**src/rtl/paddle_ctrl.sv**
```systemverilog
// Paddle position controller: one step per debounced press, then auto-repeat
// after a hold delay, saturating at the playfield limits.
module paddle_ctrl #(
    parameter int POS_W      = 10,
    parameter int POS_MIN    = 0,
    parameter int POS_MAX    = 400,
    parameter int POS_INIT   = 200,
    parameter int STEP       = 4,
    parameter int HOLD_CYC   = 5000000,
    parameter int REPEAT_CYC = 1000000,
    parameter int CNT_W      = 23
) (
    input  logic             clk,
    input  logic             reset,
    input  logic             up_q,
    input  logic             up_press,
    input  logic             down_q,
    input  logic             down_press,
    output logic [POS_W-1:0] pos,
    output logic             move_pulse,
    output logic             moving,
    output logic             at_top,
    output logic             at_bottom,
    output logic [1:0]       dbg_state
);

    typedef enum logic [1:0] {
        S_IDLE   = 2'd0,
        S_DELAY  = 2'd1,
        S_REPEAT = 2'd2
    } state_t;

    localparam logic [POS_W:0]   L_MIN  = (POS_W+1)'(POS_MIN);
    localparam logic [POS_W:0]   L_MAX  = (POS_W+1)'(POS_MAX);
    localparam logic [POS_W:0]   L_STEP = (POS_W+1)'(STEP);
    localparam logic [POS_W-1:0] L_INIT = POS_W'(POS_INIT);
    localparam logic [CNT_W-1:0] L_HOLD = CNT_W'(HOLD_CYC - 1);
    localparam logic [CNT_W-1:0] L_REP  = CNT_W'(REPEAT_CYC - 1);

    state_t           r_state;
    logic             r_dir;        // 0 = up (toward POS_MIN), 1 = down
    logic [CNT_W-1:0] r_cnt;

    state_t           w_state_nxt;
    logic             w_dir_nxt;
    logic [CNT_W-1:0] w_cnt_nxt;
    logic             w_step;
    logic             w_dir_lvl;
    logic             w_opp_lvl;
    logic             w_abort;
    logic [POS_W:0]   w_pos_ext;
    logic [POS_W:0]   w_up_pos;
    logic [POS_W:0]   w_dn_sum;
    logic [POS_W:0]   w_dn_pos;
    logic [POS_W:0]   w_target;
    logic             w_move;

    // One extra bit so the up-step underflow and down-step overflow are visible.
    assign w_pos_ext = {1'b0, pos};
    assign w_up_pos  = (w_pos_ext < L_MIN + L_STEP) ? L_MIN : (w_pos_ext - L_STEP);
    assign w_dn_sum  = w_pos_ext + L_STEP;
    assign w_dn_pos  = (w_dn_sum > L_MAX) ? L_MAX : w_dn_sum;

    assign w_dir_lvl = r_dir ? down_q : up_q;
    assign w_opp_lvl = r_dir ? up_q : down_q;
    assign w_abort   = !w_dir_lvl || w_opp_lvl;

    always_comb begin
        w_state_nxt = r_state;
        w_dir_nxt   = r_dir;
        w_cnt_nxt   = r_cnt;
        w_step      = 1'b0;
        case (r_state)
            S_IDLE: begin
                if (up_press && !down_press) begin
                    w_step      = 1'b1;
                    w_dir_nxt   = 1'b0;
                    w_cnt_nxt   = L_HOLD;
                    w_state_nxt = S_DELAY;
                end else if (down_press && !up_press) begin
                    w_step      = 1'b1;
                    w_dir_nxt   = 1'b1;
                    w_cnt_nxt   = L_HOLD;
                    w_state_nxt = S_DELAY;
                end
            end
            S_DELAY, S_REPEAT: begin
                if (w_abort) begin
                    w_state_nxt = S_IDLE;
                    w_cnt_nxt   = '0;
                end else if (r_cnt == '0) begin
                    w_step      = 1'b1;
                    w_cnt_nxt   = L_REP;
                    w_state_nxt = S_REPEAT;
                end else begin
                    w_cnt_nxt   = r_cnt - 1'b1;
                end
            end
            default: begin
                w_state_nxt = S_IDLE;
                w_dir_nxt   = 1'b0;
                w_cnt_nxt   = '0;
            end
        endcase
    end

    // A step that clamps onto the current position is a silent no-op.
    assign w_target = w_dir_nxt ? w_dn_pos : w_up_pos;
    assign w_move   = w_step && (w_target != w_pos_ext);

    always_ff @(posedge clk or negedge reset) begin
        if (!reset) begin
            r_state    <= S_IDLE;
            r_dir      <= 1'b0;
            r_cnt      <= '0;
            pos        <= L_INIT;
            move_pulse <= 1'b0;
            moving     <= 1'b0;
        end else begin
            r_state    <= w_state_nxt;
            r_dir      <= w_dir_nxt;
            r_cnt      <= w_cnt_nxt;
            if (w_move) begin
                pos <= w_target[POS_W-1:0];
            end
            move_pulse <= w_move;
            moving     <= (w_state_nxt == S_DELAY) || (w_state_nxt == S_REPEAT);
        end
    end

    assign at_top    = (pos == L_MIN[POS_W-1:0]);
    assign at_bottom = (pos == L_MAX[POS_W-1:0]);
    assign dbg_state = r_state;

endmodule

```
**config.mk**
```make
export PLATFORM = sky130hd
export DESIGN_NAME = paddle_ctrl
export DESIGN_NICKNAME = d
export VERILOG_FILES = /design/src/rtl/paddle_ctrl.sv
export SDC_FILE = /design/constraint.sdc
export NUM_CORES = 1
export LEC_CHECK = 0
export BUFFER_PORTS_ARGS = -buffer_cell sky130_fd_sc_hd__buf_2
export CELL_PAD_IN_SITES_DETAIL_PLACEMENT = 0
export CELL_PAD_IN_SITES_GLOBAL_PLACEMENT = 2
export CORE_ASPECT_RATIO = 0.5
export CORE_MARGIN = 8
export CORE_UTILIZATION = 33
export CTS_CLUSTER_DIAMETER = 120
export DETAILED_ROUTE_END_ITERATION = 12
export GPL_TIMING_DRIVEN = 0
export PLACE_DENSITY_LB_ADDON = 0.15
export SYNTH_ARGS = -nofsm -noshare
export SYNTH_HDL_FRONTEND = slang
export SYNTH_SLANG_ARGS = --single-unit
export TNS_END_PERCENT = 30
```
**constraint.sdc**
```tcl
create_clock -name clk -period 3.1 [get_ports clk]
set_clock_uncertainty 0.15 [all_clocks]
set_input_delay 0.155 -clock clk [delete_from_list [all_inputs] [get_ports clk]]
set_output_delay 0.155 -clock clk [all_outputs]
set_load 0.005 [all_outputs]
```
After elaboration in Yosys (flattened, before gate mapping). Cells that the tools add are included.

Multiplexer cells: 23. Add/sub/neg operators: 3. $lt $le $gt $ge: 2. Eq/ne operators: 7. Reductions and logical operators: 12.

Operators by type and width (count): two-way mux 23 bit (4); one-hot mux 23 bit (2 select lines) (1); two-way mux 11 bit (3); logical NOT 23 bit (1); subtractor 23 x 1 -> 23 bit (second input constant) (1); adder 10 x 3 -> 11 bit (second input constant) (1); greater-than comparator 11 x 9 -> 1 bit (second input constant) (1); inequality test 11 x 10 -> 1 bit (1); subtractor 10 x 3 -> 11 bit (second input constant) (1); == test 10 x 9 -> 1 bit (second input constant) (1); logical NOT 10 bit (1); < comparator 10 x 3 -> 1 bit (second input constant) (1); two-way mux 1 bit (8); two-way mux 2 bit (4); == test 2 x 1 -> 1 bit (second input constant) (2); == test 2 bit (second input constant) (2); one-hot mux 1 bit (2 select lines) (2); one-hot mux 2 bit (2 select lines) (1); logical AND 1 bit (3); logical NOT 1 bit (3); inequality test 3 bit (second input constant) (1); logical NOT 2 bit (1); logical OR 1 bit (2); OR reduction 2 bit (1).

Word-level logic and storage cells: 53. Output and inout bits: 16. Register bits after elaboration: 38. Input port bits: 6.

Longest topological paths before layout.
Depth after elaboration: 8. Mapped depth: 15. Gate-level depth less buffers: 12.

Worst setup path before layout. OpenSTA, ideal clock, no wires.

Path kind: flip-flop to flip-flop. Start: reg pos[3]. End: reg pos[4]. Cell stages (with the launch flop): 12. Clock period less this slack: 3.084 ns. Path buffers: 1. Slack: 0.016 ns. Arrival time: 2.803 ns. Library setup time: 0.130 ns. Cell sequence: dfstp_2 -> ha_1 -> or3b_4 -> nor4_2 -> nor2_1 -> o211a_4 -> o32a_1 -> a221oi_2 -> a41oi_2 -> buf_6 -> nor2_2 -> a31oi_2.

Cells in the longest elaborated chain, start to end: 6. Elaborated cells between the ends (all ways): 9.

Ends and longest elaborated chain: from (decl) (line 19) `output logic [POS_W-1:0] pos,`; from (signal assigned) (line 124) `pos <= w_target[POS_W-1:0];`; adder 10 x 3 -> 11 bit (line 61) `assign w_dn_sum = w_pos_ext + L_STEP;`; greater-than comparator 11 x 9 -> 1 bit (line 62) `assign w_dn_pos = (w_dn_sum > L_MAX) ? L_MAX : w_dn_sum;`; two-way mux 11 bit (line 62); two-way mux 11 bit (line 108) `assign w_target = w_dir_nxt ? w_dn_pos : w_up_pos;`; inequality test 11 x 10 -> 1 bit (*) (line 109) `assign w_move = w_step && (w_target != w_pos_ext);`; logical AND 1 bit (*) (line 109); via w_move (line 56) `logic w_move;`.

The timed path passes the listed nets; every way through them passes the cells marked *. A chain may end at the register's enable or synchronous reset.

Worst setup path in the final report. Ends and elaborated chain as after synthesis.

==> impl_results.md <==
* Hold crit path type: input pin to flip-flop
* Crit Path Class: flip-flop to flip-flop
* Global route overflow at 0
* Gp weighted congestion at 0.842
* H-Tree Depth at 2
* Fillers at between 800 and 900
* Post-synth top flop: dfrtp_1
* CP most frequent cell: nor2_2
* Pins Over Slew Limit at 0
* Yosys warns at 0
* First-pass GRT wire length at 15.1 mm
* Startpoint Class: flip-flop
* Area contributors post-synth: dfrtp_1 (30%), o21ai_0 (6.4%), nand2_1 (5.2%), ha_1 (3.9%), nor2_1 (3.9%)
* Initial Util at 33.7%
* Max cap viols at 0
* CP Capture Type: flip-flop
* Die Y at ~82 um
* Crit path largest cell delay at slightly below 0.6 ns
* Most common cell in the netlist: nand2_1
* Worst Path Arrival at about 3.2 ns
* Top Ports at 22
* Critical-path top delay cell: dfstp_2
* Worst skew pair latency at approximately 0.29 ns
* Post-route ant nets at 0
* Post-synth top area share at between 30 and 40%
* Routed vias at 2899
* Largest net degree at the start of global routing at 39
* Drt via density at ~5.7
* Setup Viol. Count Final at 9
* Post-synthesis sequential area ratio at approximately a third
* Cells along the critical path: ha_4 -> or3b_4 -> nor4_4 -> nor2_2 -> o211a_4 -> o32a_1 -> a221oi_4 -> a41oi_4 -> buf_6 -> nor2_2 -> a31oi_2
* CTS tree: built
* Avg Inst Size Synth at ~8.3 um^2
* FF-to-FF setup slack at -0.07 ns
* DRT Wirelength at ~9.2 mm
* Ant diodes at 0
* CTS Buf Count at 5
* Synth async-reset ratio at 100%
* Fin crit share at 102%
* Core ar. at a little under 9000 um^2
* DIE WIDTH at ~150 um
* Initial DRT Pass Iterations at 5
* Layout cells sized above 1 at a little over a quarter
* Full die area at approximately 12000 um^2
* Hold_ws at between 0.1 and 0.15 ns
* LEAKAGE at roughly 1.5 nW
* Initial antenna violation count at 0
* First DRT Iteration DRCs at 265
* Synthesized cell area at 2910 um^2
* Nets at 408
* Peak supply drop at 350 uV
* Final Hold Violating Endpoints at 0
* Post-synth top area cell: dfrtp_1
* Post-layout min period at roughly 3.2 ns
* Gr usage total at 15.4%
* Worst Path Required at 3.11 ns
* Yosys cell types at between 70 and 80
* Cells after Synth at between 300 and 400
* Commonest cells post-synth: nand2_1 (40), o21ai_0 (37), dfrtp_1 (35)
* Slew of the pin with the lowest slew margin at ~0.92 ns
* Outcome: complete, but fails checks
* Layout area overhead at 25.4%
* Max-slew headroom at between 30 and 40%
* Clk buf depth at 2
* HPWL after detailed placement at between 6 and 7 mm
* EDFF count, synth at 0
* Vias in the first global route at approximately 2800
* Fmax at between 300 and 400 MHz
* Place WS at -0.486 ns
* Port Buffers at 21
* Pwr/cell area at roughly 930 nW/um^2
* Final WS setup at -0.0661 ns
* # DRC at 0
* Fin util at between 40% and 50%
* Mean routed wirelength per cell at 18.0 um
* Synthesized flop and latch total at 38
* Root cell of the clock tree: clkbuf_16
* Max FO, Critical Path at 8
* Row count at 24
* CTS sink cnt at 38
* Violated checks: negative setup slack
* RSZ-0062 raised after global routing: yes
* Net count after synthesis at about 360
* Clock slew at reported path FFs at approximately 0.060 ns
## worst paths after layout
path | to | from | cells past startpoint
worst min register to register | r_cnt[20] | r_cnt[20] | 2
max in group asynchronous | pos[4] | reset | 2
min in group asynchronous | r_cnt[18] | reset | 2
worst max-delay path | pos[4] | pos[3] | 11
worst min-delay path | r_cnt[22] | down_press | 3
worst max register to register | pos[4] | pos[3] | 11
## area by class of cell
cell class,count,area [um^2],share of cell area [%]
Clock buffer,6,139,3.81
Inverter,16,61.3,1.68
Timing Repair Buffer,38,235,6.44
Clock inverter,2,12.5,0.343
Buffer,18,126,3.46
Sequential cell,38,955,26.2
Multi-Input combinational cell,276,1970,54.1
Tap cell,117,146,4.01
## what timing repair did
item / in CTS / in global routing
setup buffers: 12 / 3
pin swaps: 14 / 6
endpoints found under the hold margin: 35 / 0
gates resized for setup: 34 / 7
cloned: 1 / 0
hold buffers: 1 / 0
endpoints found under the setup margin: 31 / 14
## report_power, final
| part | total, mW | internal, mW | switching, mW |
|---|---|---|---|
| clock | 0.538 | 0.319 | 0.219 |
| sequential | 0.831 | 0.660 | 0.172 |
| combinational | 2.01 | 0.819 | 1.19 |
| total | 3.38 | 1.80 | 1.58 |
## routing by layer
layer | part of all wire, % | GRT usage, % | routed length (um) | vias to the layer above
met5 | 0 | 0 | 0 | -
met4 | 2.2 | 6.69 | 198 | 0
met3 | 4.0 | 2.39 | 370 | 20
met2 | 46 | 26.2 | 4210 | 82
met1 | 48 | 19.6 | 4400 | 1412
li1 | - | - | - | 1385
## cells in the final DEF (no fill, tap or decap), types with 5 or more instances in the layout
master	Yosys	routed
a21oi_1	16	16
a221o_1	5	5
a31oi_1	5	5
and2_1	6	7
buf_2	5	22
buf_4	4	22
clkbuf_1	7	5
clkbuf_16	0	5
dfrtp_1	35	35
ha_1	9	7
inv_1	14	14
nand2_1	40	40
nand2b_1	7	6
nand3_1	11	8
nor2_1	30	28
nor3_1	12	12
nor4_4	2	6
o21ai_0	37	37
or3_1	7	7
## worst max-delay path: cells and delay by family (launching register included)
kind,cells,cell delay (ns)
AND/OR/NAND/NOR,4,0.73
AO/OA/AOI/OAI,5,1.23
buffers and inverters,1,0.19
flip-flops,1,0.59
adder cells (fa/ha/maj),1,0.14
## registers in the layout (all words and copies together) (netlist names)
name        count
pos            10
r_dir           1
r_cnt          23
move_pulse      1
moving          1
dbg_state       2
## cell families after synthesis
logic type,count (synthesis),synth area share [%]
xor+xnor,1,0.301
compound gates,110,27.2
flops,38,32.8
buf+inv,35,5.80
fa+ha+maj,9,3.87
mux,4,1.42
simple gates,152,28.6
## through the flow
| step | cells | instance area, um^2 | power, mW | setup TNS [ns] |
|---|---|---|---|---|
| floorplan | 349 | 2910 | 2.01 | 0 |
| global placement | 487 | 3160 | 2.46 | -6.06 |
| detailed placement | 487 | 3160 | 2.47 | -6.33 |
| CTS | 508 | 3600 | 3.32 | -0.120 |
| global route | 511 | 3650 | 3.64 | -1.43 |
| finish | 511 | 3650 | 3.38 | -0.322 |
(Power assumes the default switching activity.)
